$ cat config.mk
export PLATFORM = sky130hd
export DESIGN_NAME = bit_serial_adder
export DESIGN_NICKNAME = d
export VERILOG_FILES = /design/src/rtl/bit_serial_pkg.sv /design/src/rtl/full_adder_dataflow.sv /design/src/rtl/bit_serial_adder.sv
export SDC_FILE = /design/constraint.sdc
export NUM_CORES = 1
export LEC_CHECK = 0
export CAP_MARGIN = 15
export CORE_ASPECT_RATIO = 0.75
export CORE_MARGIN = 5
export CORE_UTILIZATION = 40
export DETAILED_ROUTE_END_ITERATION = 7
export PLACE_DENSITY = 0.73
export SKIP_CTS_REPAIR_TIMING = 1
export SYNTH_ARGS = -nofsm -noshare
export SYNTH_HDL_FRONTEND = slang
export SYNTH_SLANG_ARGS = --single-unit
$ cat constraint.sdc
create_clock -name clk -period 1.3 [get_ports clk]
set_input_delay 0.26 -clock clk [delete_from_list [all_inputs] [get_ports clk]]
set_output_delay 0.26 -clock clk [all_outputs]
set_load 0.005 [all_outputs]
$ cat src/rtl/bit_serial_pkg.sv
// Shared types and constants for the bit-serial adder.
package bit_serial_pkg;

  localparam int unsigned BS_WIDTH = 8;

  typedef enum logic [1:0] {
    IDLE  = 2'b00,
    SHIFT = 2'b01,
    DONE  = 2'b10
  } bs_state_e;

endpackage

$ cat src/rtl/full_adder_dataflow.sv
// Single-bit full adder used as the arithmetic cell of the bit-serial adder.
module full_adder_dataflow (
  input  logic A,
  input  logic B,
  input  logic Cin,
  output logic Sum,
  output logic Cout
);

  assign Sum  = A ^ B ^ Cin;
  assign Cout = (A & B) | (A & Cin) | (B & Cin);

endmodule

$ cat src/rtl/bit_serial_adder.sv
// LSB-first bit-serial adder: one full-adder cell plus a registered carry.
// Optional subtract mode is enabled by defining BIT_SERIAL_SUB_EN.
module bit_serial_adder
  import bit_serial_pkg::*;
#(
  parameter int unsigned WIDTH = BS_WIDTH
) (
  input  logic             clk,
  input  logic             rst,
  input  logic             start,
  input  logic [WIDTH-1:0] a,
  input  logic [WIDTH-1:0] b,
  input  logic             cin,
`ifdef BIT_SERIAL_SUB_EN
  input  logic             sub_mode,
`endif
  output logic             busy,
  output logic             done,
  output logic [WIDTH-1:0] sum,
  output logic             cout
);

  localparam int unsigned CntW = (WIDTH > 1) ? $clog2(WIDTH) : 1;
  localparam logic [CntW-1:0] LastCnt = CntW'(WIDTH - 1);

  bs_state_e        state_q, state_d;
  logic [WIDTH-1:0] a_sr_q, b_sr_q, s_sr_q, sum_q;
  logic [CntW-1:0]  cnt_q;
  logic             carry_q, cout_q;
  logic             fa_sum, fa_cout;
  logic             last_bit;
  logic             final_cout;

  full_adder_dataflow u_fa (
    .A    (a_sr_q[0]),
    .B    (b_sr_q[0]),
    .Cin  (carry_q),
    .Sum  (fa_sum),
    .Cout (fa_cout)
  );

  assign last_bit = (cnt_q == LastCnt);

`ifdef BIT_SERIAL_SUB_EN
  logic sub_q;
  // In subtract mode the final carry is inverted to report a borrow.
  assign final_cout = fa_cout ^ sub_q;
`else
  assign final_cout = fa_cout;
`endif

  always_comb begin
    state_d = state_q;
    unique case (state_q)
      IDLE:    if (start) state_d = SHIFT;
      SHIFT:   if (last_bit) state_d = DONE;
      DONE:    state_d = IDLE;
      default: state_d = IDLE;
    endcase
  end

  always_ff @(posedge clk or posedge rst) begin
    if (rst) begin
      state_q <= IDLE;
    end else begin
      state_q <= state_d;
    end
  end

  always_ff @(posedge clk or posedge rst) begin
    if (rst) begin
      a_sr_q  <= '0;
      b_sr_q  <= '0;
      s_sr_q  <= '0;
      sum_q   <= '0;
      cnt_q   <= '0;
      carry_q <= 1'b0;
      cout_q  <= 1'b0;
`ifdef BIT_SERIAL_SUB_EN
      sub_q   <= 1'b0;
`endif
    end else begin
      unique case (state_q)
        IDLE: begin
          if (start) begin
            a_sr_q <= a;
            cnt_q  <= '0;
`ifdef BIT_SERIAL_SUB_EN
            // a - b - cin == a + ~b + ~cin (mod 2^WIDTH)
            b_sr_q  <= sub_mode ? ~b : b;
            carry_q <= cin ^ sub_mode;
            sub_q   <= sub_mode;
`else
            b_sr_q  <= b;
            carry_q <= cin;
`endif
          end
        end
        SHIFT: begin
          carry_q <= fa_cout;
          a_sr_q  <= a_sr_q >> 1;
          b_sr_q  <= b_sr_q >> 1;
          s_sr_q  <= {fa_sum, s_sr_q[WIDTH-1:1]};
          cnt_q   <= cnt_q + CntW'(1);
          if (last_bit) begin
            sum_q  <= {fa_sum, s_sr_q[WIDTH-1:1]};
            cout_q <= final_cout;
          end
        end
        default: ;
      endcase
    end
  end

  assign busy = (state_q == SHIFT);
  assign done = (state_q == DONE);
  assign sum  = sum_q;
  assign cout = cout_q;

endmodule

==> flow_metrics.py, run 1 <==
metrics = {
    "synthesis": {
        "yosysTopAreaCell": "dfrtp_1",
        "ys.warnings.count": 0,
        "synth_top_area_share_pct": 52.02,
        "postSynthAreaPerCell_um2": 12.27,
        "synth_seq_area_share_pct": 52.02,
        "syn-num-nets": 172,
        "yosys_register_bits": 38,
        "post_synth_inst_count": 149,
        "synth_cell_type_count": 26,
        "postSynth.asyncResetShare_pct": 100.0,
        "ys_top_cells_by_area": "dfrtp_1, mux2_2, nor4b_1",
        "syn_area_um2": 1828,
        "synth_enable_flop_cells": 0,
        "synthFlopType": "dfrtp_1",
    },
    "cells_and_area": {
        "final_layout_size_suffix_gt1_share_pct": 43.43,
        "fin_cells": 255,
        "final_util_pct": 62.19,
        "final_cell_mix": "dfrtp_1, inv_1, clkdlybuf4s50_1",
        "stdcell_area_um2": 2761,
        "syn2layout_area_growth_pct": 51.06,
        "final_common_cell": "dfrtp_1",
        "diodes": 0,
        "layout.nets": 220,
        "fillCellCount": 337,
    },
    "power_and_ir_drop": {
        "ir_drop_mv": 0.9134,
        "power_density_nw_per_um2": 2167,
        "switching_share_pct": 33.49,
        "switching_power_mw": 2.004,
        "p_clk_share_pct": 13.8,
        "sequentialPowerShare_pct": 34.7,
        "combPwrFrac_pct": 51.5,
        "p_int_mw": 3.979,
        "power.leakage_nw": 1.225,
    },
    "setup_path": {
        "cp_cell_sequence": "ha_2 > ha_2 > nand3b_1 > buf_12 > mux2_2",
        "crit_slowest_cell": "dfrtp_1",
        "crit_top_cell": "ha_2",
        "end_kind": "flop",
        "path_max_fanout": 10,
        "crit_buf_inv": 1,
        "crit_type": "reg2reg",
        "critPathMaxStageDelay_ns": 0.39,
        "arrival_ns": 1.66,
        "required_ns": 1.48,
        "start_kind": "flop",
        "crit_family": "flip-flops",
    },
    "placement": {
        "dp_slack_ns": -0.2827,
        "place.gp.congestion": 0.7693,
        "io_buffers": 30,
        "place_hpwl_um": 2693,
        "placed_cell_area_um2": 2283,
        "dp_cells": 239,
    },
    "routing": {
        "drc_errors": 0,
        "drtAntennaViolNets": 0,
        "drt_first_iter_violations": 39,
        "firstDrtPassIters": 4,
        "viasPerCell": 5.259,
        "vias": 1341,
        "drt_wl_total_um": 4237,
        "routedWlPerCell_um": 16.62,
    },
    "status": {
        "violations": "negative setup slack",
        "outcome": "finished with violations",
    },
    "floorplanning": {
        "placementRows": 21,
        "ios": 31,
        "placeableCoreArea_um2": 4441,
        "die_h_um": 68.55,
        "die_area_um2": 6036,
        "start_util_pct": 41.17,
        "die_x_um": 88.06,
    },
    "timing": {
        "hold_slack_ns": 0.3188,
        "layout_min_cycle_time_ns": 1.482,
        "finalHoldViolations": 0,
        "worst_pin_slew_ns": 0.2705,
        "fmax_ghz": 0.6747,
        "skew_ns": 0.005021,
        "setup_ws_ns": -0.1821,
        "timing.final.max_slew_violations": 0,
        "worst_slew_margin_rel_pct": 81.92,
        "finalSetupViolCount": 14,
        "post-route-period-util_pct": 114.0,
        "rsz0062_at_grt": "true",
    },
    "clock_network": {
        "cts_tree": "built",
        "cts.htree.levels": 2,
        "root_buffer": "clkbuf_8",
        "cts_inserted_buffers": 5,
        "clock_sinks": 38,
        "clockBufferDepth": 2,
        "clkLatencyLatePin_ns": 0.29,
        "clkSlewWorstSetupHoldPaths_ns": 0.07,
    },
    "grt": {
        "gr-total-overflow": 0,
        "grt_max_degree": 39,
        "grt_pass1_vias": 1379,
        "grt_usage_pct": 13.74,
        "grt_pass1_wl_um": 6341,
        "antenna_found_initial": 0,
    },
    "min_path": {
        "hold_path.class": "in2async",
    },
    "flow_run": {
        "cap_viol_max_count": 0,
    },
}
kinds of logic (layout without fill, tap and decap cells):
| group | after synthesis | in the layout | synth area share (%) |
|---|---|---|---|
| fa+ha+maj | 3 | 3 | 2.464 |
| flops | 38 | 38 | 52.02 |
| buf+inv | 33 | 82 | 9.309 |
| compound gates | 21 | 21 | 11.29 |
| mux | 17 | 17 | 11.09 |
| simple gates | 37 | 37 | 13.83 |
synth_stat cells (3+ instances only):
cell / n
dfrtp_1: 38
inv_1: 19
nor4b_1: 15
mux2_2: 14
a221oi_1: 10
nor2_1: 10
buf_2: 6
buf_6: 5
a221oi_2: 3
mux2_4: 3
nand3b_1: 3
through the flow:
step / setup TNS (ns) / total power [mW]
4_1_cts: -3.822 / 5.309
3_5_place_dp: -5.478 / 4.470
2_1_floorplan: -0.4994 / 3.616
3_3_place_gp: -4.697 / 4.340
5_1_grt: -2.800 / 6.397
6_report: -1.593 / 5.983
cell type report:
cell class | count | area (um2) | share of cell area, %
Clock buffer | 7 | 86.33 | 3.126
Clock inverter | 1 | 5.005 | 0.1812
Inverter | 19 | 71.32 | 2.583
Multi-Input combinational cell | 78 | 934.6 | 33.85
Sequential cell | 38 | 952.2 | 34.48
Tap cell | 57 | 71.32 | 2.583
Timing Repair Buffer | 55 | 640.6 | 23.20
worst min-delay path: stages:
cell             delay, ns
clkdlybuf4s50_1       0.40
inv_1                 0.09
buf_12                0.23
sequential cells by signal (all words and copies together) (netlist names):
register,count
a_sr_q,8
b_sr_q,8
carry_q,1
cnt_q,3
cout,1
s_sr_q,7
state_q,2
sum,8
power by group through the flow:
stage | registers [mW] | clock network [mW] | logic, mW
detailed placement | 2.11 | 0 | 2.36
global route | 2.15 | 0.900 | 3.35
global placement | 2.07 | 0 | 2.27
CTS | 2.09 | 0.844 | 2.37
finish | 2.08 | 0.826 | 3.08
floorplan | 2.02 | 0 | 1.60
metal layers:
layer  GRT usage [%]  up-vias  routed length [um]
li1                -      626                   -
met2           22.84       27                2172
met1           17.28      681                1808
met3           3.919        7                 188
met5               0        -                   0
met4           5.094        0                  68
path summary, 6_finish.rpt:
| check | from | endpoint | slack (ns) | depth (start not counted) |
|---|---|---|---|---|
| setup / recovery | cnt_q[1] | sum[7] | -0.18 | 5 |
| hold / removal | rst | sum[7] | 0.32 | 3 |
| setup reg to reg | cnt_q[1] | sum[7] | -0.18 | 5 |
| hold reg to reg | sum[3] | sum[3] | 0.50 | 1 |
| max in group asynchronous | rst | state_q[1] | 0.78 | 3 |
| min in group clk | sum[3] | sum[3] | 0.50 | 1 |
Power figures use the tool's default switching activity.
==> inputs of run 2 (changes only) <==
PLACE_DENSITY = 0.65   (was 0.73)
clock period = 1.2 ns   (was 1.3 ns; I/O delays follow)
==> run 2 against run 1 <==
Against the previous run:
- the flow still finishes with violations (negative setup slack)
- utilization increased by 1.6 points
- clock skew increased by 0.0010 ns
- via count increased by 1.7%
- critical endpoint is now sum[3]
==> flow_metrics.py, run 2 (synthesis gave the netlist of run 1 again) <==
metrics = {
    "power_and_ir_drop": {
        "p_int_mw": 4.631,
        "sequentialPowerShare_pct": 32.9,
        "switching_power_mw": 2.278,
        "ir_drop_mv": 1.057,
        "power_density_nw_per_um2": 2439,
        "power.leakage_nw": 1.272,
        "p_clk_share_pct": 12.1,
        "switching_share_pct": 32.97,
        "combPwrFrac_pct": 55.0,
    },
    "routing": {
        "drtAntennaViolNets": 0,
        "vias": 1364,
        "drc_errors": 0,
        "firstDrtPassIters": 4,
        "viasPerCell": 5.246,
        "drt_first_iter_violations": 54,
        "drt_wl_total_um": 4389,
        "routedWlPerCell_um": 16.88,
    },
    "floorplanning": {
        "ios": 31,
        "die_x_um": 88.06,
        "start_util_pct": 41.17,
        "placementRows": 21,
        "placeableCoreArea_um2": 4441,
        "die_area_um2": 6036,
        "die_h_um": 68.55,
    },
    "cells_and_area": {
        "syn2layout_area_growth_pct": 54.96,
        "final_util_pct": 63.79,
        "final_layout_size_suffix_gt1_share_pct": 44.83,
        "fillCellCount": 310,
        "layout.nets": 226,
        "fin_cells": 260,
        "final_cell_mix": "dfrtp_1, inv_1, clkdlybuf4s50_1",
        "final_common_cell": "dfrtp_1",
        "diodes": 0,
    },
    "grt": {
        "grt_max_degree": 39,
        "grt_usage_pct": 14.20,
        "antenna_found_initial": 0,
        "gr-total-overflow": 0,
        "grt_pass1_wl_um": 6382,
        "grt_pass1_vias": 1352,
    },
    "setup_path": {
        "end_kind": "flop",
        "crit_top_cell": "ha_2",
        "start_kind": "flop",
        "arrival_ns": 1.65,
        "crit_family": "flip-flops",
        "crit_type": "reg2reg",
        "crit_buf_inv": 1,
        "critPathMaxStageDelay_ns": 0.39,
        "cp_cell_sequence": "ha_2 > ha_2 > nand3b_1 > buf_12 > mux2_2",
        "path_max_fanout": 10,
        "crit_slowest_cell": "dfrtp_1",
        "required_ns": 1.38,
    },
    "timing": {
        "hold_slack_ns": 0.3199,
        "finalHoldViolations": 0,
        "post-route-period-util_pct": 122.9,
        "rsz0062_at_grt": "true",
        "finalSetupViolCount": 36,
        "worst_slew_margin_rel_pct": 75.91,
        "skew_ns": 0.006062,
        "timing.final.max_slew_violations": 0,
        "worst_pin_slew_ns": 0.3563,
        "fmax_ghz": 0.6779,
        "layout_min_cycle_time_ns": 1.475,
        "setup_ws_ns": -0.2752,
    },
    "clock_network": {
        "clkLatencyLatePin_ns": 0.29,
        "root_buffer": "clkbuf_8",
        "cts.htree.levels": 2,
        "clkSlewWorstSetupHoldPaths_ns": 0.07,
        "cts_inserted_buffers": 5,
        "clock_sinks": 38,
        "cts_tree": "built",
        "clockBufferDepth": 2,
    },
    "status": {
        "outcome": "finished with violations",
        "violations": "negative setup slack",
    },
    "placement": {
        "io_buffers": 30,
        "place_hpwl_um": 2489,
        "place.gp.congestion": 0.7427,
        "dp_cells": 235,
    },
    "flow_run": {
        "cap_viol_max_count": 0,
    },
    "min_path": {
        "hold_path.class": "in2async",
    },
}
-- run 2: changes by cell type in the layout (fill, tap and decap cells not counted), moves of 3 or more --
cell / previous run / this run
mux2_2: 13 / 8
buf_6: 4 / 9
nor4b_1: 0 / 3
nor4b_4: 6 / 1
mux2_4: 4 / 9
-- run 2: power groups by stage --
| stage | Clock [mW] | Combinational (mW) | Sequential [mW] |
|---|---|---|---|
| final | 0.837 | 3.80 | 2.27 |
| after floorplan | 0 | 1.75 | 2.19 |
| after CTS | 0.865 | 2.51 | 2.27 |
| after global routing | 0.907 | 4.12 | 2.36 |
| after detailed placement | 0 | 2.51 | 2.29 |
| after global placement | 0 | 2.40 | 2.25 |
-- run 2: routing by layer --
metal	routed length (um)	vias to the layer above	GRT usage, %
met5	0	-	0
met4	68	0	6.792
met3	120	6	3.919
met2	2243	13	23.78
met1	1957	707	17.17
li1	-	638	-
-- run 2: path summary, 6_finish.rpt --
kind                           start    endpoint  slack (ns)  depth (start not counted)
min reg2reg                b_sr_q[7]   b_sr_q[7]        0.50                          2
max reg2reg                 cnt_q[1]      sum[3]       -0.28                          5
max                         cnt_q[1]      sum[3]       -0.28                          5
min                              rst      sum[2]        0.32                          3
min in group clk               start  state_q[0]        0.46                          4
max in group asynchronous        rst  state_q[1]        0.67                          3
-- run 2: per-stage QoR --
step | power [mW] | TNS, ns | setup slack, ns | cell area [um2]
2_1_floorplan | 3.935 | -1.581 | -0.1555 | 1843
3_3_place_gp | 4.651 | -7.560 | -0.2737 | 2266
3_5_place_dp | 4.791 | -8.554 | -0.3206 | 2266
4_1_cts | 5.646 | -7.925 | -0.4880 | 2342
5_1_grt | 7.387 | -7.912 | -0.3393 | 2833
6_report | 6.909 | -6.111 | -0.2752 | 2833
-- run 2: area by class of cell --
cell class / count / area [um2] / area share, %
inverters: 19 / 71.32 / 2.518
multi-input cells: 78 / 919.6 / 32.46
repair buffers: 61 / 742.0 / 26.19
flip-flops and latches: 38 / 952.2 / 33.61
clock buffers: 7 / 76.32 / 2.694
well taps: 57 / 71.32 / 2.518
-- run 2: tightest hold or removal path: cells and delay by family --
| family | cells | cell delay [ns] |
|---|---|---|
| buffers and inverters | 3 | 0.74 |
